`config.mk`:
```
export PLATFORM = sky130hd
export DESIGN_NAME = rr_channel_arbiter_flat
export DESIGN_NICKNAME = d
export VERILOG_FILES = /design/src/rtl/noc_arb_pkg.sv /design/src/rtl/rr_channel_arbiter_if.sv /design/src/rtl/rr_channel_arbiter_chk.sv /design/src/rtl/rr_channel_arbiter_sync_ff.sv /design/src/rtl/rr_channel_arbiter.sv /design/src/flat_wrapper.sv
export SDC_FILE = /design/constraint.sdc
export NUM_CORES = 1
export LEC_CHECK = 0
export CELL_PAD_IN_SITES_DETAIL_PLACEMENT = 1
export CELL_PAD_IN_SITES_GLOBAL_PLACEMENT = 2
export CORE_MARGIN = 1.5
export CORE_UTILIZATION = 28
export CTS_BUF_LIST = sky130_fd_sc_hd__clkbuf_16
export DETAILED_ROUTE_END_ITERATION = 16
export PLACE_DENSITY_LB_ADDON = 0.1
export SLEW_MARGIN = 5
export SYNTH_ARGS = -nofsm -noshare
export SYNTH_HDL_FRONTEND = slang
export SYNTH_HIERARCHICAL = 1
export SYNTH_SLANG_ARGS = --single-unit
```
`constraint.sdc`:
```
create_clock -name clk -period 2.2 [get_ports clk]
set_input_delay 0.22 -clock clk [delete_from_list [all_inputs] [get_ports clk]]
set_output_delay 0.22 -clock clk [all_outputs]
set_load 0.01 [all_outputs]
```
`src/rtl/noc_arb_pkg.sv`:
```
// Shared types and the round-robin pick function for the channel arbiter.
package noc_arb_pkg;

  typedef enum logic [1:0] {
    IDLE  = 2'd0,
    LOAD  = 2'd1,
    OREQ  = 2'd2,
    DRAIN = 2'd3
  } arb_state_t;

  localparam int MAX_REQ = 32;
  localparam int IDX_W   = 5;

  // First set bit of req_vec searching upward from (last+1) mod n_req; returns last if none.
  function automatic int rr_pick(input logic [MAX_REQ-1:0] req_vec, input int last, input int n_req);
    int   pick;
    int   idx;
    logic found;
    pick  = last;
    found = 1'b0;
    for (int k = 1; k <= MAX_REQ; k++) begin
      idx = (last + k) % n_req;
      if (!found && (k <= n_req) && req_vec[idx[IDX_W-1:0]]) begin
        pick  = idx;
        found = 1'b1;
      end
    end
    return pick;
  endfunction

endpackage

```
`src/rtl/rr_channel_arbiter_if.sv`:
```
// Producer-side and consumer-side handshake bundle of the round-robin channel arbiter.
interface rr_channel_arbiter_if #(
  parameter int WIDTH = 7,
  parameter int N_REQ = 4,
  parameter int CNT_W = 16
);
  import noc_arb_pkg::*;

  localparam int GW = (N_REQ > 1) ? $clog2(N_REQ) : 1;

  logic [N_REQ-1:0]       in_req;
  logic [N_REQ*WIDTH-1:0] in_data;
  logic [N_REQ-1:0]       in_ack;
  logic                   out_req;
  logic [WIDTH-1:0]       out_data;
  logic                   out_ack;
  logic [GW-1:0]          grant_id;
  logic                   busy;
  logic [CNT_W-1:0]       xfer_cnt;

  modport master (
    input  in_req, in_data, out_ack,
    output in_ack, out_req, out_data, grant_id, busy, xfer_cnt
  );

  modport slave (
    output in_req, in_data, out_ack,
    input  in_ack, out_req, out_data, grant_id, busy, xfer_cnt
  );

endinterface

```
`src/rtl/rr_channel_arbiter_chk.sv`:
```
// Invariants tying the arbiter's registered outputs to its FSM state.
module rr_channel_arbiter_chk
  import noc_arb_pkg::*;
#(
  parameter int N_REQ = 4
) (
  input logic             clk,
  input logic             rst_n,
  input arb_state_t       state,
  input logic [N_REQ-1:0] in_ack,
  input logic             out_req,
  input logic             busy
);

  a_ack_onehot: assert property (@(posedge clk) disable iff (!rst_n) $onehot0(in_ack))
    else $error("in_ack not one-hot-or-zero: %b", in_ack);

  a_busy_state: assert property (@(posedge clk) disable iff (!rst_n) busy == (state != IDLE))
    else $error("busy disagrees with state %0d", state);

  a_oreq_state: assert property (@(posedge clk) disable iff (!rst_n) out_req == (state == OREQ))
    else $error("out_req disagrees with state %0d", state);

  a_ack_state: assert property (@(posedge clk) disable iff (!rst_n) (|in_ack) == (state == DRAIN))
    else $error("in_ack disagrees with state %0d", state);

endmodule

```
`src/rtl/rr_channel_arbiter_sync_ff.sv`:
```
// One-bit multi-flop synchronizer for an asynchronous handshake input.
module sync_ff #(
  parameter int STAGES = 2
) (
  input  logic clk,
  input  logic rst_n,
  input  logic d,
  output logic q
);

  logic [STAGES-1:0] chain_r;

  // Shift the async input through the synchronizer chain.
  always_ff @(posedge clk or negedge rst_n) begin
    if (!rst_n) begin
      chain_r <= '0;
    end else begin
      chain_r <= {chain_r[STAGES-2:0], d};
    end
  end

  assign q = chain_r[STAGES-1];

endmodule

```
`src/rtl/rr_channel_arbiter.sv`:
```
// Round-robin arbiter sharing one 4-phase bundled-data channel between N_REQ producers,
// with one transfer in flight at a time and a completed-transfer counter.
module rr_channel_arbiter
  import noc_arb_pkg::*;
#(
  parameter int WIDTH       = 7,
  parameter int N_REQ       = 4,
  parameter int SYNC_STAGES = 2,
  parameter int CNT_W       = 16
) (
  input logic                clk,
  input logic                rst_n,
  rr_channel_arbiter_if.master bus
);

  localparam int            GW       = (N_REQ > 1) ? $clog2(N_REQ) : 1;
  localparam logic [GW-1:0] LAST_IDX = GW'(N_REQ - 1);

  logic [N_REQ-1:0] in_req_s;
  logic             out_ack_s;
  logic [GW-1:0]    pick_s;
  logic [WIDTH-1:0] sel_data_s;

  arb_state_t       state_r;
  logic [GW-1:0]    grant_r;
  logic [GW-1:0]    last_grant_r;
  logic [N_REQ-1:0] in_ack_r;
  logic             out_req_r;
  logic             busy_r;
  logic [WIDTH-1:0] out_data_r;
  logic [CNT_W-1:0] xfer_cnt_r;

  for (genvar i = 0; i < N_REQ; i++) begin : g_req_sync
    sync_ff #(.STAGES(SYNC_STAGES)) u_sync_req (
      .clk   (clk),
      .rst_n (rst_n),
      .d     (bus.in_req[i]),
      .q     (in_req_s[i])
    );
  end

  sync_ff #(.STAGES(SYNC_STAGES)) u_sync_ack (
    .clk   (clk),
    .rst_n (rst_n),
    .d     (bus.out_ack),
    .q     (out_ack_s)
  );

  // Next grant candidate and its bundled data slice.
  always_comb begin
    pick_s     = GW'(rr_pick(MAX_REQ'(in_req_s), int'(last_grant_r), N_REQ));
    sel_data_s = '0;
    for (int i = 0; i < N_REQ; i++) begin
      sel_data_s = sel_data_s | (bus.in_data[i*WIDTH +: WIDTH] & {WIDTH{pick_s == GW'(i)}});
    end
  end

  // Transfer FSM with all channel outputs registered.
  always_ff @(posedge clk or negedge rst_n) begin
    if (!rst_n) begin
      state_r      <= IDLE;
      grant_r      <= '0;
      last_grant_r <= LAST_IDX;
      in_ack_r     <= '0;
      out_req_r    <= 1'b0;
      busy_r       <= 1'b0;
      out_data_r   <= '0;
      xfer_cnt_r   <= '0;
    end else begin
      case (state_r)
        IDLE: begin
          if (|in_req_s) begin
            grant_r    <= pick_s;
            out_data_r <= sel_data_s;
            busy_r     <= 1'b1;
            state_r    <= LOAD;
          end
        end
        // out_data has been stable for this whole cycle before out_req rises.
        LOAD: begin
          out_req_r <= 1'b1;
          state_r   <= OREQ;
        end
        OREQ: begin
          if (out_ack_s) begin
            out_req_r <= 1'b0;
            in_ack_r  <= N_REQ'(1'b1) << grant_r;
            state_r   <= DRAIN;
          end
        end
        // Committed grant: wait for both partners to return to zero, even if the producer left early.
        DRAIN: begin
          if (!out_ack_s && !in_req_s[grant_r]) begin
            in_ack_r     <= '0;
            last_grant_r <= grant_r;
            xfer_cnt_r   <= xfer_cnt_r + CNT_W'(1'b1);
            busy_r       <= 1'b0;
            state_r      <= IDLE;
          end
        end
        default: begin
          in_ack_r  <= '0;
          out_req_r <= 1'b0;
          busy_r    <= 1'b0;
          state_r   <= IDLE;
        end
      endcase
    end
  end

  assign bus.in_ack   = in_ack_r;
  assign bus.out_req  = out_req_r;
  assign bus.out_data = out_data_r;
  assign bus.grant_id = grant_r;
  assign bus.busy     = busy_r;
  assign bus.xfer_cnt = xfer_cnt_r;

  rr_channel_arbiter_chk #(.N_REQ(N_REQ)) u_chk (
    .clk     (clk),
    .rst_n   (rst_n),
    .state   (state_r),
    .in_ack  (in_ack_r),
    .out_req (out_req_r),
    .busy    (busy_r)
  );

endmodule

```
`src/flat_wrapper.sv`:
```
// flat-port wrapper written by rule: the top's interface ports become plain ports
module rr_channel_arbiter_flat import noc_arb_pkg::*;
#(
  parameter int WIDTH       = 7,
  parameter int N_REQ       = 4,
  parameter int SYNC_STAGES = 2,
  parameter int CNT_W       = 16
)
  (clk, rst_n, bus_in_req, bus_in_data, bus_out_ack, bus_in_ack, bus_out_req, bus_out_data, bus_grant_id, bus_busy, bus_xfer_cnt);
  rr_channel_arbiter_if #(.WIDTH(WIDTH), .N_REQ(N_REQ), .CNT_W(CNT_W)) bus_i ();
  input logic clk;
  input logic rst_n;
  input wire logic [$bits(bus_i.in_req)-1:0] bus_in_req;
  input wire logic [$bits(bus_i.in_data)-1:0] bus_in_data;
  input wire logic [$bits(bus_i.out_ack)-1:0] bus_out_ack;
  output wire logic [$bits(bus_i.in_ack)-1:0] bus_in_ack;
  output wire logic [$bits(bus_i.out_req)-1:0] bus_out_req;
  output wire logic [$bits(bus_i.out_data)-1:0] bus_out_data;
  output wire logic [$bits(bus_i.grant_id)-1:0] bus_grant_id;
  output wire logic [$bits(bus_i.busy)-1:0] bus_busy;
  output wire logic [$bits(bus_i.xfer_cnt)-1:0] bus_xfer_cnt;
  assign bus_i.in_req = bus_in_req;
  assign bus_i.in_data = bus_in_data;
  assign bus_i.out_ack = bus_out_ack;
  assign bus_in_ack = bus_i.in_ack;
  assign bus_out_req = bus_i.out_req;
  assign bus_out_data = bus_i.out_data;
  assign bus_grant_id = bus_i.grant_id;
  assign bus_busy = bus_i.busy;
  assign bus_xfer_cnt = bus_i.xfer_cnt;
  rr_channel_arbiter #(.WIDTH(WIDTH), .N_REQ(N_REQ), .SYNC_STAGES(SYNC_STAGES), .CNT_W(CNT_W)) u_core (.clk(clk), .rst_n(rst_n), .bus(bus_i));
endmodule
```
==> qor.yml <==
status:
  status: "finished clean"
timing:
  hold_viol: 0
  worstMarginPinSlew_ns: 0.575
  rsz0062_at_grt: "false"
  min_period_ns: 1.94
  slew_viol_final: 0
  skew_ns: 0.00443
  setup_violations: 0
  period_share: 0.881
  setup_tns_ns: 0
  timing.fmax_mhz: 516
  slew_headroom: 0.617
finish:
  nets: 328
  diodes: 0
  fin_area_mm2: 0.00319
  drive_gt1_frac: 0.0900
  areaGrowthSynthToFinish_pct: 44.7
  final_util: 0.414
  fillCellCount: 881
  post_layout_nonfiller_instances: 391
synthesis:
  synth_cell_types: 45
  syn_area_mm2: 0.00220
  synthTopCellsByCount: "43 x dfrtp_1, 22 x nor2_1, 13 x o21ai_0"
  synth-edff-count: 0
  post_synth.cell_area_avg_um2: 10.4
  syn_nets: 252
  yosysMostFrequentCell: "dfrtp_1"
  synth_top_area_share: 0.489
  synthArstFlopShare: 1.00
  synth_warnings: 6
  synth_area_leader_cell: "dfrtp_1"
  synth_ff_type: "dfrtp_1"
  synth_area_leaders: "dfrtp_1 49%, xnor2_1 4.4%, nor2_1 3.8%, and3_1 3.1%, o21ai_0 3.0%"
  ys_ff_latch: 45
  yosysSeqAreaShare: 0.513
  syn_inst: 212
cts:
  numCtsBuffers: 5
  postCtsSetupBuffers: 0
  cts-resized-gates: 0
  clock_latency_ns: 0.29
  cts.sinks: 45
  cts_max_level: 2
  ctsLongestPathBuffers: 2
  postCtsHoldBufs: 0
  path_clk_slew_ns: 0.06
  cts_root_buf: "clkbuf_16"
  cts_tree: "done"
detailed_routing:
  drt_iter0_markers: 37
  drc: 0
  wl_per_cell_um: 15.1
  antenna_left: 0
  firstDrtPassIters: 4
  viasPerCell: 4.89
  vias: 1912
  detail_route.wirelength_um: 5900
place:
  gp_congestion: 0.733
  io_buffers: 65
  dp_hpwl_um: 4400
  placedInstanceArea_mm2: 0.00302
  dpl.cell_count: 383
pwr:
  switching_power_w: 0.00124
  combPwrFrac: 0.414
  pwr_density_cell_mw_per_mm2: 1120
  seqPwrFrac: 0.351
  swShare: 0.348
  p_leak_nw: 1.33
  pwr-share-clk: 0.234
  internal_power_w: 0.00232
  max-vdd-ir-drop_v: 0.000473
min_path:
  hp-class: "in2async"
grt:
  grt_pass1_vias: 1938
  grt_max_degree: 46
  antenna_found_initial: 0
  groute.usage.overall: 0.152
  grt_pass1_wl_um: 9830
  overflow: 0
setup_path:
  crit_fanout: 8
  crit_type: "reg2reg"
  worstPathArrival_ns: 2.12
  cp.required_ns: 2.38
  cp-start-kind: "flop"
  cp-end-kind: "flop"
floorplan:
  fp-row-count: 32
  die_h_um: 91.7
  initial_core_util: 0.286
  die_area_mm2: 0.00841
  core_mm2: 0.00769
  die_width_um: 91.7
  ios: 66
job:
  drv_cap: 0
## power by group through the flow
stage	clock, W	sequential, W	combinational [W]
floorplan	0	0.00128	0.000779
global placement	0	0.00126	0.00150
detailed placement	0	0.00127	0.00149
CTS	0.000865	0.00126	0.00151
global route	0.000893	0.00129	0.00165
finish	0.000836	0.00125	0.00148
## cell families after synthesis
kind of cell,Yosys count,share of synthesized area
AOI/OAI and AO/OA,54,0.169
xor gates and xnor gates,15,0.0597
adders and majority gates,5,0.0284
buffers and inverters,15,0.0261
DFF,45,0.512
muxes,5,0.0301
and+or+nand+nor,73,0.174
## through the flow
step | power, W | hold WS, ns | setup WS (ns)
6_report | 0.00356 | 0.0111 | 0.261
5_1_grt | 0.00383 | 0.0639 | 0.103
4_1_cts | 0.00363 | 0.0421 | 0.215
3_5_place_dp | 0.00277 | 0.337 | 0.221
3_3_place_gp | 0.00276 | 0.333 | 0.222
2_1_floorplan | 0.00206 | -0.0756 | 0.306
## routing by layer
| layer | global-route usage | part of all wire |
|---|---|---|
| met3 | 0.0439 | 0.047 |
| met4 | 0.0443 | 0.011 |
| met1 | 0.209 | 0.48 |
| met2 | 0.231 | 0.46 |
| met5 | 0 | 0 |
## worst max-delay path: stages, from the launching register on
cell and delay [ns]:
dfrtp_1 0.45, mux4_2 0.56, nor4_2 0.34, and2_1 0.21, nand4_1 0.12, xnor2_1 0.14
## sequential cells by signal (all words and copies together), names as in the netlist
register / flops
u_core/g_req_sync.u_sync_req/chain_r: 8
u_core/state_r: 2
u_core/bus.busy: 1
u_core/bus.in_ack: 4
u_core/bus.out_req: 1
u_core/bus.xfer_cnt: 16
u_core/last_grant_r: 2
u_core/u_sync_ack/chain_r: 2
u_core/bus.out_data: 7
u_core/bus.grant_id: 2
## final timing paths
| check | startpoint | end | slack (ns) | cells after the start |
|---|---|---|---|---|
| setup / recovery | u_core/g_req_sync[1].u_sync_req/chain_r[1] | u_core/bus.xfer_cnt[13] | 0.26 | 5 |
| hold / removal | rst_n | u_core/bus.out_data[3] | 0.01 | 2 |
| setup reg to reg | u_core/g_req_sync[1].u_sync_req/chain_r[1] | u_core/bus.xfer_cnt[13] | 0.26 | 5 |
| hold reg to reg | u_core/g_req_sync[0].u_sync_req/chain_r[0] | u_core/g_req_sync[0].u_sync_req/chain_r[1] | 0.35 | 0 |
| max in group asynchronous | rst_n | u_core/g_req_sync[0].u_sync_req/chain_r[0] | 1.79 | 2 |
| min in group clk | u_core/g_req_sync[0].u_sync_req/chain_r[0] | u_core/g_req_sync[0].u_sync_req/chain_r[1] | 0.35 | 0 |
## layout make-up
| cell class | count | area (um2) | share of cell area |
|---|---|---|---|
| Timing Repair Buffer | 74 | 713 | 0.224 |
| Clock inverter | 3 | 37.5 | 0.0118 |
| Sequential cell | 45 | 1130 | 0.354 |
| Multi-Input combinational cell | 152 | 1020 | 0.319 |
| Tap cell | 102 | 128 | 0.0401 |
| Clock buffer | 5 | 125 | 0.0393 |
| Inverter | 10 | 37.5 | 0.0118 |
## cells in the final DEF (no fill, tap or decap), types with 2 or more instances in the layout
cell type | synthesis | layout
nor2_1 | 22 | 22
nand2b_1 | 3 | 3
inv_1 | 10 | 11
o22ai_1 | 2 | 2
nand3b_1 | 2 | 2
nor2b_1 | 2 | 2
a32oi_1 | 3 | 3
and3_1 | 11 | 11
o21ai_0 | 13 | 13
xor2_1 | 4 | 4
nand4_1 | 7 | 7
clkdlybuf4s50_1 | 0 | 64
a22oi_1 | 4 | 4
nor3_1 | 3 | 3
ha_1 | 5 | 5
buf_4 | 0 | 9
nand3_1 | 6 | 6
dfstp_2 | 2 | 2
xnor2_1 | 11 | 11
a21oi_1 | 3 | 3
a22o_1 | 4 | 4
nand2_1 | 10 | 10
a31oi_1 | 7 | 7
dfrtp_1 | 43 | 43
nor4_1 | 2 | 2
a21boi_0 | 7 | 7
mux2_2 | 3 | 3
clkbuf_16 | 0 | 5
No activity file was read; power rests on OpenSTA's default activity.
